## config.mk

```make
export PLATFORM = sky130hd
export DESIGN_NAME = arb_req_buf
export DESIGN_NICKNAME = d
export VERILOG_FILES = /design/src/rtl/arb_pkg.sv /design/src/rtl/arb_req_fifo.sv /design/src/rtl/arb_req_buf.sv
export SDC_FILE = /design/constraint.sdc
export NUM_CORES = 1
export LEC_CHECK = 0
export BUFFER_PORTS_ARGS = -buffer_cell sky130_fd_sc_hd__buf_4
export CORE_MARGIN = 8
export CORE_UTILIZATION = 50
export DETAILED_ROUTE_END_ITERATION = 7
export MAX_ROUTING_LAYER = met4
export PLACE_DENSITY_LB_ADDON = 0.3
export RECOVER_POWER = 50
export SYNTH_ARGS = -nofsm -noshare
export SYNTH_HDL_FRONTEND = slang
export SYNTH_SLANG_ARGS = --single-unit
```

## constraint.sdc

```tcl
create_clock -name clk -period 2 [get_ports clk]
set_clock_uncertainty 0.2 [all_clocks]
set_input_delay 0.3 -clock clk [delete_from_list [all_inputs] [get_ports clk]]
set_output_delay 0.3 -clock clk [all_outputs]
set_load 0.01 [all_outputs]
```

## src/rtl/arb_pkg.sv

```systemverilog
// Shared defaults and helpers for the arbitrated request buffer.
package arb_pkg;

  localparam int unsigned RWID_DEF = 4;
  localparam int unsigned DW_DEF   = 8;

  // Width of a requester index; never narrower than one bit.
  function automatic int unsigned id_w(input int unsigned n);
    return (n > 1) ? $clog2(n) : 1;
  endfunction

endpackage

```

## src/rtl/arb_req_fifo.sv

```systemverilog
// Per-requester circular queue; head/full/empty decode from registered state.
module arb_req_fifo #(
  parameter int unsigned DW    = 8,
  parameter int unsigned DEPTH = 2
) (
  input  logic          clk,
  input  logic          reset,
  input  logic          push,
  input  logic          pop,
  input  logic [DW-1:0] push_data,
  output logic [DW-1:0] head,
  output logic          full,
  output logic          empty
);

  localparam int unsigned AW = $clog2(DEPTH);
  localparam int unsigned CW = AW + 1;

  logic [DW-1:0] mem [DEPTH];
  logic [AW-1:0] wr_ptr;
  logic [AW-1:0] rd_ptr;
  logic [CW-1:0] count;
  logic          do_push;
  logic          do_pop;

  // Overflow and underflow requests are ignored rather than corrupting state.
  assign do_push = push & ~full;
  assign do_pop  = pop & ~empty;

  assign full  = (count == CW'(DEPTH));
  assign empty = (count == '0);
  assign head  = mem[rd_ptr];

  // Pointers wrap naturally because DEPTH is a power of two.
  always_ff @(posedge clk) begin
    if (reset) begin
      wr_ptr <= '0;
      rd_ptr <= '0;
      count  <= '0;
    end else begin
      if (do_push) wr_ptr <= wr_ptr + AW'(1);
      if (do_pop)  rd_ptr <= rd_ptr + AW'(1);
      case ({do_push, do_pop})
        2'b10:   count <= count + CW'(1);
        2'b01:   count <= count - CW'(1);
        default: count <= count;
      endcase
    end
  end

  // Storage carries no reset; only entries covered by count are ever read out.
  always_ff @(posedge clk) begin
    if (do_push) mem[wr_ptr] <= push_data;
  end

endmodule

```

## src/rtl/arb_req_buf.sv

```systemverilog
// Per-requester queues feeding an external arbiter, with a registered output stage.
module arb_req_buf
  import arb_pkg::*;
#(
  parameter int unsigned RWID  = RWID_DEF,
  parameter int unsigned DW    = DW_DEF,
  parameter int unsigned DEPTH = 2
) (
  input  logic                      clk,
  input  logic                      reset,
  input  logic [RWID-1:0]           in_valid_i,
  output logic [RWID-1:0]           in_ready_o,
  input  logic [RWID-1:0][DW-1:0]   in_data_i,
  output logic [RWID-1:0]           req_o,
  input  logic [RWID-1:0]           gnt_i,
  output logic                      out_valid_o,
  input  logic                      out_ready_i,
  output logic [DW-1:0]             out_data_o,
  output logic [id_w(RWID)-1:0]     out_id_o,
  output logic                      gnt_err_o
);

  localparam int unsigned IDW = id_w(RWID);

  logic [RWID-1:0]         full;
  logic [RWID-1:0]         empty;
  logic [RWID-1:0]         push;
  logic [RWID-1:0]         pop;
  logic [RWID-1:0][DW-1:0] head;
  logic                    gnt_any;
  logic                    gnt_onehot;
  logic                    gnt_hit;
  logic                    out_free;
  logic                    take;
  logic                    gnt_bad;
  logic [IDW-1:0]          gnt_idx;

  // Ready and request depend only on queue state (and reset), never on grant or downstream.
  assign in_ready_o = ~full & {RWID{~reset}};
  assign req_o      = ~empty;
  assign push       = in_valid_i & in_ready_o;

  // One queue per requester.
  for (genvar g = 0; g < RWID; g++) begin : g_fifo
    arb_req_fifo #(
      .DW    (DW),
      .DEPTH (DEPTH)
    ) u_fifo (
      .clk       (clk),
      .reset     (reset),
      .push      (push[g]),
      .pop       (pop[g]),
      .push_data (in_data_i[g]),
      .head      (head[g]),
      .full      (full[g]),
      .empty     (empty[g])
    );
  end

  // Grant qualification: a legal grant is one-hot onto a non-empty queue.
  assign gnt_any    = |gnt_i;
  assign gnt_onehot = gnt_any && ((gnt_i & (gnt_i - RWID'(1))) == '0);
  assign gnt_hit    = |(gnt_i & req_o);
  assign out_free   = ~out_valid_o | out_ready_i;
  assign take       = gnt_onehot & gnt_hit & out_free;
  assign gnt_bad    = gnt_any & ~(gnt_onehot & gnt_hit);
  assign pop        = take ? gnt_i : '0;

  // Encode the one-hot grant into a requester index.
  always_comb begin
    gnt_idx = '0;
    for (int i = 0; i < RWID; i++) begin
      if (gnt_i[i]) gnt_idx = IDW'(i);
    end
  end

  // Output register: load on take, drain on accept, otherwise hold.
  always_ff @(posedge clk) begin
    if (reset) begin
      out_valid_o <= 1'b0;
      out_data_o  <= '0;
      out_id_o    <= '0;
      gnt_err_o   <= 1'b0;
    end else begin
      gnt_err_o <= gnt_bad;
      if (take) begin
        out_valid_o <= 1'b1;
        out_data_o  <= head[gnt_idx];
        out_id_o    <= gnt_idx;
      end else if (out_ready_i) begin
        out_valid_o <= 1'b0;
      end
    end
  end

endmodule

```

* Word level (Yosys, flattened, before mapping)
Memory sizes are Yosys's and may differ from the RTL's. A register that Yosys moved wholly into a read port is not among the register bits.
Index checks and enable logic that the tools add are counted.
** Cells by class
- Add/sub/neg operators :: 17
- Magnitude comparators :: 1
- Eq/ne operators :: 12
- Muxes and demuxes :: 28
- Bitwise logic cells :: 29
- Reductions and logical operators :: 13
** Operators by type and width (number)
- 1-bit two-way mux :: 19
- 4-bit AND :: 4
- 8-bit binary-select mux with 2-bit select :: 1
- 2-bit == test, second input constant :: 8
- 2-bit case mux with 2 select lines :: 4
- 1-bit AND :: 11
- 1-bit NOT :: 11
- 2-bit nonzero test :: 5
- 1-bit adder, second input constant :: 8
- 2-bit by 1-bit adder with 2-bit output, second input constant :: 4
- 2-bit by 1-bit == test with 1-bit output, second input constant :: 4
- 2-bit zero test :: 4
- 8-bit two-way mux :: 1
- 4-bit NOT :: 2
- 4-bit OR reduction :: 2
- 2-bit by 1-bit subtractor with 2-bit output, second input constant :: 4
- 4-bit zero test :: 1
- 2-bit two-way mux :: 2
- 4-bit two-way mux :: 1
- 4-bit by 1-bit subtractor with 4-bit output, second input constant :: 1
- 2-bit by 3-bit < comparator with 1-bit output, second input constant :: 1
- 1-bit logical AND :: 1
- 1-bit bitwise OR :: 1
** Storage, ports and cells
- Register bits :: 28
- Bits in writable memories :: 64
- Output and inout bits :: 20
- Logic and storage cells :: 120
- Memories kept :: 4
** Memory list
- g_fifo[0].u_fifo.mem :: words 2, width 8, rd ports 1, clocked after memory_dff 1, write ports 1, line arb_req_fifo.sv:19 : logic [DW-1:0] mem [DEPTH];
- g_fifo[1].u_fifo.mem :: words 2, width 8, rd ports 1, clocked after memory_dff 1, write ports 1, line arb_req_fifo.sv:19
- g_fifo[2].u_fifo.mem :: words 2, width 8, rd ports 1, clocked after memory_dff 1, write ports 1, line arb_req_fifo.sv:19
- g_fifo[3].u_fifo.mem :: words 2, width 8, rd ports 1, clocked after memory_dff 1, write ports 1, line arb_req_fifo.sv:19

* Logic depth before layout (Yosys ltp)
- Depth after elaboration :: 10
- Depth in mapped cells :: 7
- Depth with buffers taken out :: 7

* By module
A second synthesis with hierarchy kept.
** Unflattened totals
- Cells, all modules :: 320
- Area, all modules :: 4073.9 µm²
** Modules (own cells, without submodules)
- arb_req_fifo :: times used 4, cells an instance 51, area each 798.3 µm²
- arb_req_buf :: times used 1, cells an instance 116, area each 880.8 µm²

* Worst setup path after synthesis
Ideal clock, no wire load.
- Path type :: input -> register
- From :: input gnt_i[3]
- To :: register g_fifo[0].u_fifo.count[1]
- Setup time :: 72 ps
- Arrival :: 1767 ps
- Required time :: 1728 ps
- Path slack :: -38 ps
- Cell stages on the path :: 6
- Cell sequence :: buf_6 nor3_2 nor3b_1 ha_1 or3_1 a21oi_1
** On the way
- Longest elaborated chain between the ends :: 10
** Ends and longest elaborated chain
- start: declaration :: line arb_req_buf.sv:15 : input logic [RWID-1:0] gnt_i,
- 4-bit by 1-bit subtractor with 4-bit output :: line arb_req_buf.sv:62 : assign gnt_onehot = gnt_any && ((gnt_i & (gnt_i - RWID'(1))) == '0);
- 4-bit AND :: line arb_req_buf.sv:62
- 4-bit zero test :: line arb_req_buf.sv:62
- 1-bit logical AND :: line arb_req_buf.sv:62
- 1-bit AND * (2 in series) :: line arb_req_buf.sv:65 : assign take = gnt_onehot & gnt_hit & out_free;
- 4-bit two-way mux * :: line arb_req_buf.sv:67 : assign pop = take ? gnt_i : '0;
- 1-bit AND * :: line arb_req_fifo.sv:28 : assign do_pop = pop & ~empty;
- via g_fifo[0].u_fifo.do_pop :: line arb_req_fifo.sv:24 : logic do_pop;
- 2-bit by 1-bit == test with 1-bit output or 2-bit == test (tied branches) :: line arb_req_fifo.sv:43 : case ({do_push, do_pop})
- 2-bit case mux with 2 select lines or 2-bit nonzero test (tied branches)
- end signal: assignment :: line arb_req_fifo.sv:44 : 2'b10: count <= count + CW'(1);
- end signal: assignment :: line arb_req_fifo.sv:45 : 2'b01: count <= count - CW'(1);
- end signal: assignment :: line arb_req_fifo.sv:46 : default: count <= count;
- end: declaration :: line arb_req_fifo.sv:22 : logic [CW-1:0] count;
Mark *: on every way through the listed nets, which the timed path passes. The rest lies on a longest branch.
A chain may end at the register's enable or synchronous reset.

* Worst setup path after layout
- From :: register out_valid_o
- To :: register g_fifo[3].u_fifo.count[1]
** On the way
- Longest elaborated chain between the ends :: 7
** Ends and longest elaborated chain
- start: declaration :: line arb_req_buf.sv:16 : output logic out_valid_o,
- start signal: assignment :: line arb_req_buf.sv:80 : out_valid_o <= 1'b0;
- start signal: assignment :: line arb_req_buf.sv:87 : out_valid_o <= 1'b1;
- start signal: assignment :: line arb_req_buf.sv:91 : out_valid_o <= 1'b0;
- 1-bit NOT * :: line arb_req_buf.sv:64 : assign out_free = ~out_valid_o | out_ready_i;
- 1-bit bitwise OR * :: line arb_req_buf.sv:64
- 1-bit AND * :: line arb_req_buf.sv:65
- 4-bit two-way mux * :: line arb_req_buf.sv:67
- 1-bit AND * :: line arb_req_fifo.sv:28
- via g_fifo[3].u_fifo.do_pop :: line arb_req_fifo.sv:24
- 2-bit by 1-bit == test with 1-bit output or 2-bit == test (tied branches) :: line arb_req_fifo.sv:43
- 2-bit case mux with 2 select lines or 2-bit nonzero test (tied branches)
- end signal: assignment :: line arb_req_fifo.sv:44
- end signal: assignment :: line arb_req_fifo.sv:45
- end signal: assignment :: line arb_req_fifo.sv:46
- end: declaration :: line arb_req_fifo.sv:22
Marks and branches as above.

==> summary.md <==
* complete, no violations — result of the run
* 0 — global route total overflow
* 0% — ys async rst share
* 0 — buffer and inverter count on the worst path
* 0.0484 ns — Final WS setup
* 27.9% — Clk network pwr share
* 3910 um2 — total standard cell area after synthesis
* 2.08 ns — data required time at the worst endpoint
* 33.1% — Layout Area Growth over Synthesis
* 4680 um2 — post-placement cell area
* 0 — total of max-cap violations
* 2 — Bufs on Longest Clock Path
* 5.15 — Via-to-Cell Ratio
* sky130_fd_sc_hd__edfxtp_1 — predominant post-synthesis flop cell
* 0.35 ns — clock latency at the later pin of the worst-skew pair
* sky130_fd_sc_hd__clkbuf_8 — clock root buffer
* sky130_fd_sc_hd__edfxtp_1 — post-synthesis cell type with the largest combined area
* out_valid_o — launch instance of the worst register-to-register path
* input port to register — Hold/Removal Path Class
* 7 — 1st-pass router iterations
* yes — setup repair after global routing missed its margin
* 749 nW/um2 — Pwr per Cell Area
* 64 x sky130_fd_sc_hd__edfxtp_1, 35 x sky130_fd_sc_hd__mux2i_1, 33 x sky130_fd_sc_hd__nor2_1 — most used standard cells in the synthesized netlist
* 0.000956 W — Net Sw Power
* 104 um — die width
* -0.0854 ns — setup slack at placement
* 24.6% — fraction of power spent switching nets
* 65.5% — sequential area share after synthesis
* 2 — cell depth of the worst min-delay path
* 0 — final setup vio count
* 5200 um2 — Post-Layout Inst Area
* 49.2% — share of the synthesized area in the top cell type
* 1.90 nW — static power due to leakage
* 288 — instance count of the mapped netlist
* 62.8% — max-slew headroom at the worst pin
* sky130_fd_sc_hd__edfxtp_1 49%, sky130_fd_sc_hd__dfxtp_1 16%, sky130_fd_sc_hd__mux2i_1 9.0% — synth top area cells
* 29.4% — layout cells sized above 1
* 13.6 um2 — Mapped Avg Cell Area
* 51.1% — Initial Utilization
* simple AND/OR/NAND/NOR gates — gate family responsible for the most delay along the worst path
* 335 — Synthesized Nets
* 0.512 GHz — maximum clock frequency
* yes — clock tree from TritonCTS
* 16.8 um — post-detailed-route wirelength per cell
* nand2b_1, nand2_2, nor4_4, ha_1, or3_1, a21oi_1 — list of cells traversed by the critical path
* 6 — number of logic stages on the critical path including buffering
* sky130_fd_sc_hd__or3_1 — slowest CP cell
* 96 — Num Clock Sinks
* 0 — final hold violation count
* register — startpoint types
* 9 — cts bufs inserted
* 2.03 ns — data arrival time of the critical path
* 0 ns — Fin Setup TNS
* 0.459 mV — worst IR drop on VDD
* met2 — layer carrying the most global-route usage
* 0.05 ns — FF-to-FF setup slack
* 7650 um2 — area of the core
* 0 — Post-DRT Antenna Nets
* register — Critical Path End Type
* 0 — total count of max-transition violations in the final report
* 58.1% — sequential fraction of design power
* 1.95 ns — minimum clock period
* 0.08 ns — clock transition at the register clock pins on the worst setup and hold paths after CTS
* 14.0% — portion of total power attributed to combinational logic
* 16.5% — gr usage total
* 32 — # rows
* 97.6% — Period Utilization, post-route
* g_fifo[3].u_fifo.count[1] — R2R Path End
* 6 — depth of the worst register-to-register path
* reset — start point of the worst min-delay path
* 19 — pin count of the biggest net entering global routing
* 3 — highest net fanout along the worst path
* 0 — Inserted Diodes
* 62 — count of buffers from port buffering
* 6210 um — HPWL after DPL
* 457 — total number of nets in the final design
* 8680 um — WL final
* 2,662 — DR vias
* 10,900 um2 — floorplan die area
* g_fifo[2].u_fifo.count[1] — hold path endpoint
* 104 um — Die H
* 0.557 ns — slew at the pin with the worst max-slew slack
* 2,738 — number of global-route vias before repair
* sky130_fd_sc_hd__edfxtp_1 — most common cell in the netlist
* 96 — synthesis-stage register bit count
* 2.79% — met3 Use GR
* 0 — antenna violations before repair
* 35 — number of distinct library cells after synthesis
* 89 — Iteration-0 DRC Markers
* 0 — total of warnings raised by yosys
* 64 — EDFF count, synth
* 3 — H-tree depth reported by CTS
* register to register — type of the setup path with the least slack
* 63 — io pins
* 19.3% — GR Layer Usage met1
* 0 — number of remaining DRC errors
* 0.816 — weighted congestion reported at the end of routability-driven placement
* 13,700 um — wire length of the first global-routing pass
* 27.6% — met2 Usage GRT
* 0.37 ns — Critical Path Max Stage Delay
* 0.00294 W — Int Pwr
-- sequential cells by signal, indices dropped and copies added, names as in the netlist, named ones only --
| register | cells |
|---|---|
| g_fifo.u_fifo.rd_ptr | 4 |
| g_fifo.u_fifo.mem | 64 |
| gnt_err_o | 1 |
| g_fifo.u_fifo.wr_ptr | 4 |
| out_valid_o | 1 |
| g_fifo.u_fifo.count | 8 |
| out_data_o | 8 |
| out_id_o | 2 |
-- cells by family after synthesis --
family	after synthesis	synth area share [%]
AO/OA/AOI/OAI	46	8.03
multiplexers	35	8.96
buffers and inverters	19	2.43
adder cells (fa/ha/maj)	4	1.28
XOR/XNOR	17	3.81
flip-flops	96	65.5
AND/OR/NAND/NOR	71	9.95
-- worst reg2reg max path, stage by stage, from the launching register on --
cell	delay [ns]
sky130_fd_sc_hd__dfxtp_1	0.33
sky130_fd_sc_hd__nand2b_1	0.11
sky130_fd_sc_hd__nand2_2	0.13
sky130_fd_sc_hd__nor4_4	0.28
sky130_fd_sc_hd__ha_1	0.29
sky130_fd_sc_hd__or3_1	0.37
sky130_fd_sc_hd__a21oi_1	0.17
-- stage by stage --
step,cells,power (W),hold WS (ns),utilization (%)
3_5_place_dp,468,0.00279,0.288,61.2
4_1_cts,517,0.00390,0.0118,67.6
5_1_grt,517,0.00404,0.0362,68.0
6_report,517,0.00389,0.0283,68.0
2_1_floorplan,288,0.00254,0.199,-
3_3_place_gp,468,0.00278,0.285,61.2
-- cells in the final DEF, fill, tap and decap left out, types with 4 or more instances in the layout --
cell type and instances:
sky130_fd_sc_hd__edfxtp_1 64, sky130_fd_sc_hd__buf_4 58, sky130_fd_sc_hd__mux2i_1 35, sky130_fd_sc_hd__nor2_1 33, sky130_fd_sc_hd__dlygate4sd3_1 32, sky130_fd_sc_hd__dfxtp_1 28, sky130_fd_sc_hd__clkbuf_4 25, sky130_fd_sc_hd__a21oi_1 15
sky130_fd_sc_hd__xor2_1 9, sky130_fd_sc_hd__clkbuf_8 9, sky130_fd_sc_hd__o21ai_0 8, sky130_fd_sc_hd__a221oi_1 8, sky130_fd_sc_hd__xnor2_1 8, sky130_fd_sc_hd__clkbuf_1 8, sky130_fd_sc_hd__inv_1 6, sky130_fd_sc_hd__nand2_1 6
sky130_fd_sc_hd__or3_1 6, sky130_fd_sc_hd__or2_2 5, sky130_fd_sc_hd__and3_1 4, sky130_fd_sc_hd__a211oi_2 4, sky130_fd_sc_hd__ha_1 4, sky130_fd_sc_hd__dfxtp_2 4
-- layout make-up --
type,count,area (um2)
clock buffers,10,128
clock inverters,6,35.0
inverters,6,22.5
multi-input cells,173,1310
well taps,102,128
flip-flops and latches,96,2570
fillers,569,2440
repair buffers,124,1010
-- per-layer routing --
| layer | vias to the layer above | routed length, um | part of all wire, % |
|---|---|---|---|
| li1 | 1306 | - | - |
| met1 | 1269 | 3700 | 43 |
| met2 | 77 | 4470 | 51 |
| met3 | 10 | 386 | 4.4 |
| met4 | 0 | 127 | 1.5 |
| met5 | - | 0 | 0 |
-- worst max-delay path by stage --
stage	start	endpoint	slack, ns
after floorplan	reset	g_fifo[1].u_fifo.count[1]	0.03
after global placement	out_ready_i	g_fifo[3].u_fifo.count[1]	-0.006
after detailed placement	out_ready_i	g_fifo[1].u_fifo.count[1]	-0.09
after CTS	g_fifo[3].u_fifo.count[0]	g_fifo[3].u_fifo.count[1]	0.01
after global routing	out_valid_o	g_fifo[1].u_fifo.count[1]	-0.03
final	out_valid_o	g_fifo[3].u_fifo.count[1]	0.05
-- what timing repair did --
| item | CTS | global route |
|---|---|---|
| endpoints found under the setup margin | 1 | 5 |
| setup buffers | 1 | 0 |
| hold buffers | 32 | 0 |
| pin swaps | 1 | 0 |
| gates resized for setup | 3 | 11 |
| endpoints found under the hold margin | 64 | 0 |
-- power by group through the flow --
stage / Clock, W / Sequential [W] / Combinational [W]
2_1_floorplan: 0 / 0.00230 / 0.000246
3_3_place_gp: 0 / 0.00230 / 0.000475
3_5_place_dp: 0 / 0.00231 / 0.000488
4_1_cts: 0.00110 / 0.00226 / 0.000544
5_1_grt: 0.00117 / 0.00227 / 0.000594
6_report: 0.00109 / 0.00226 / 0.000545
Note: power is estimated with default switching activity, not from simulation.
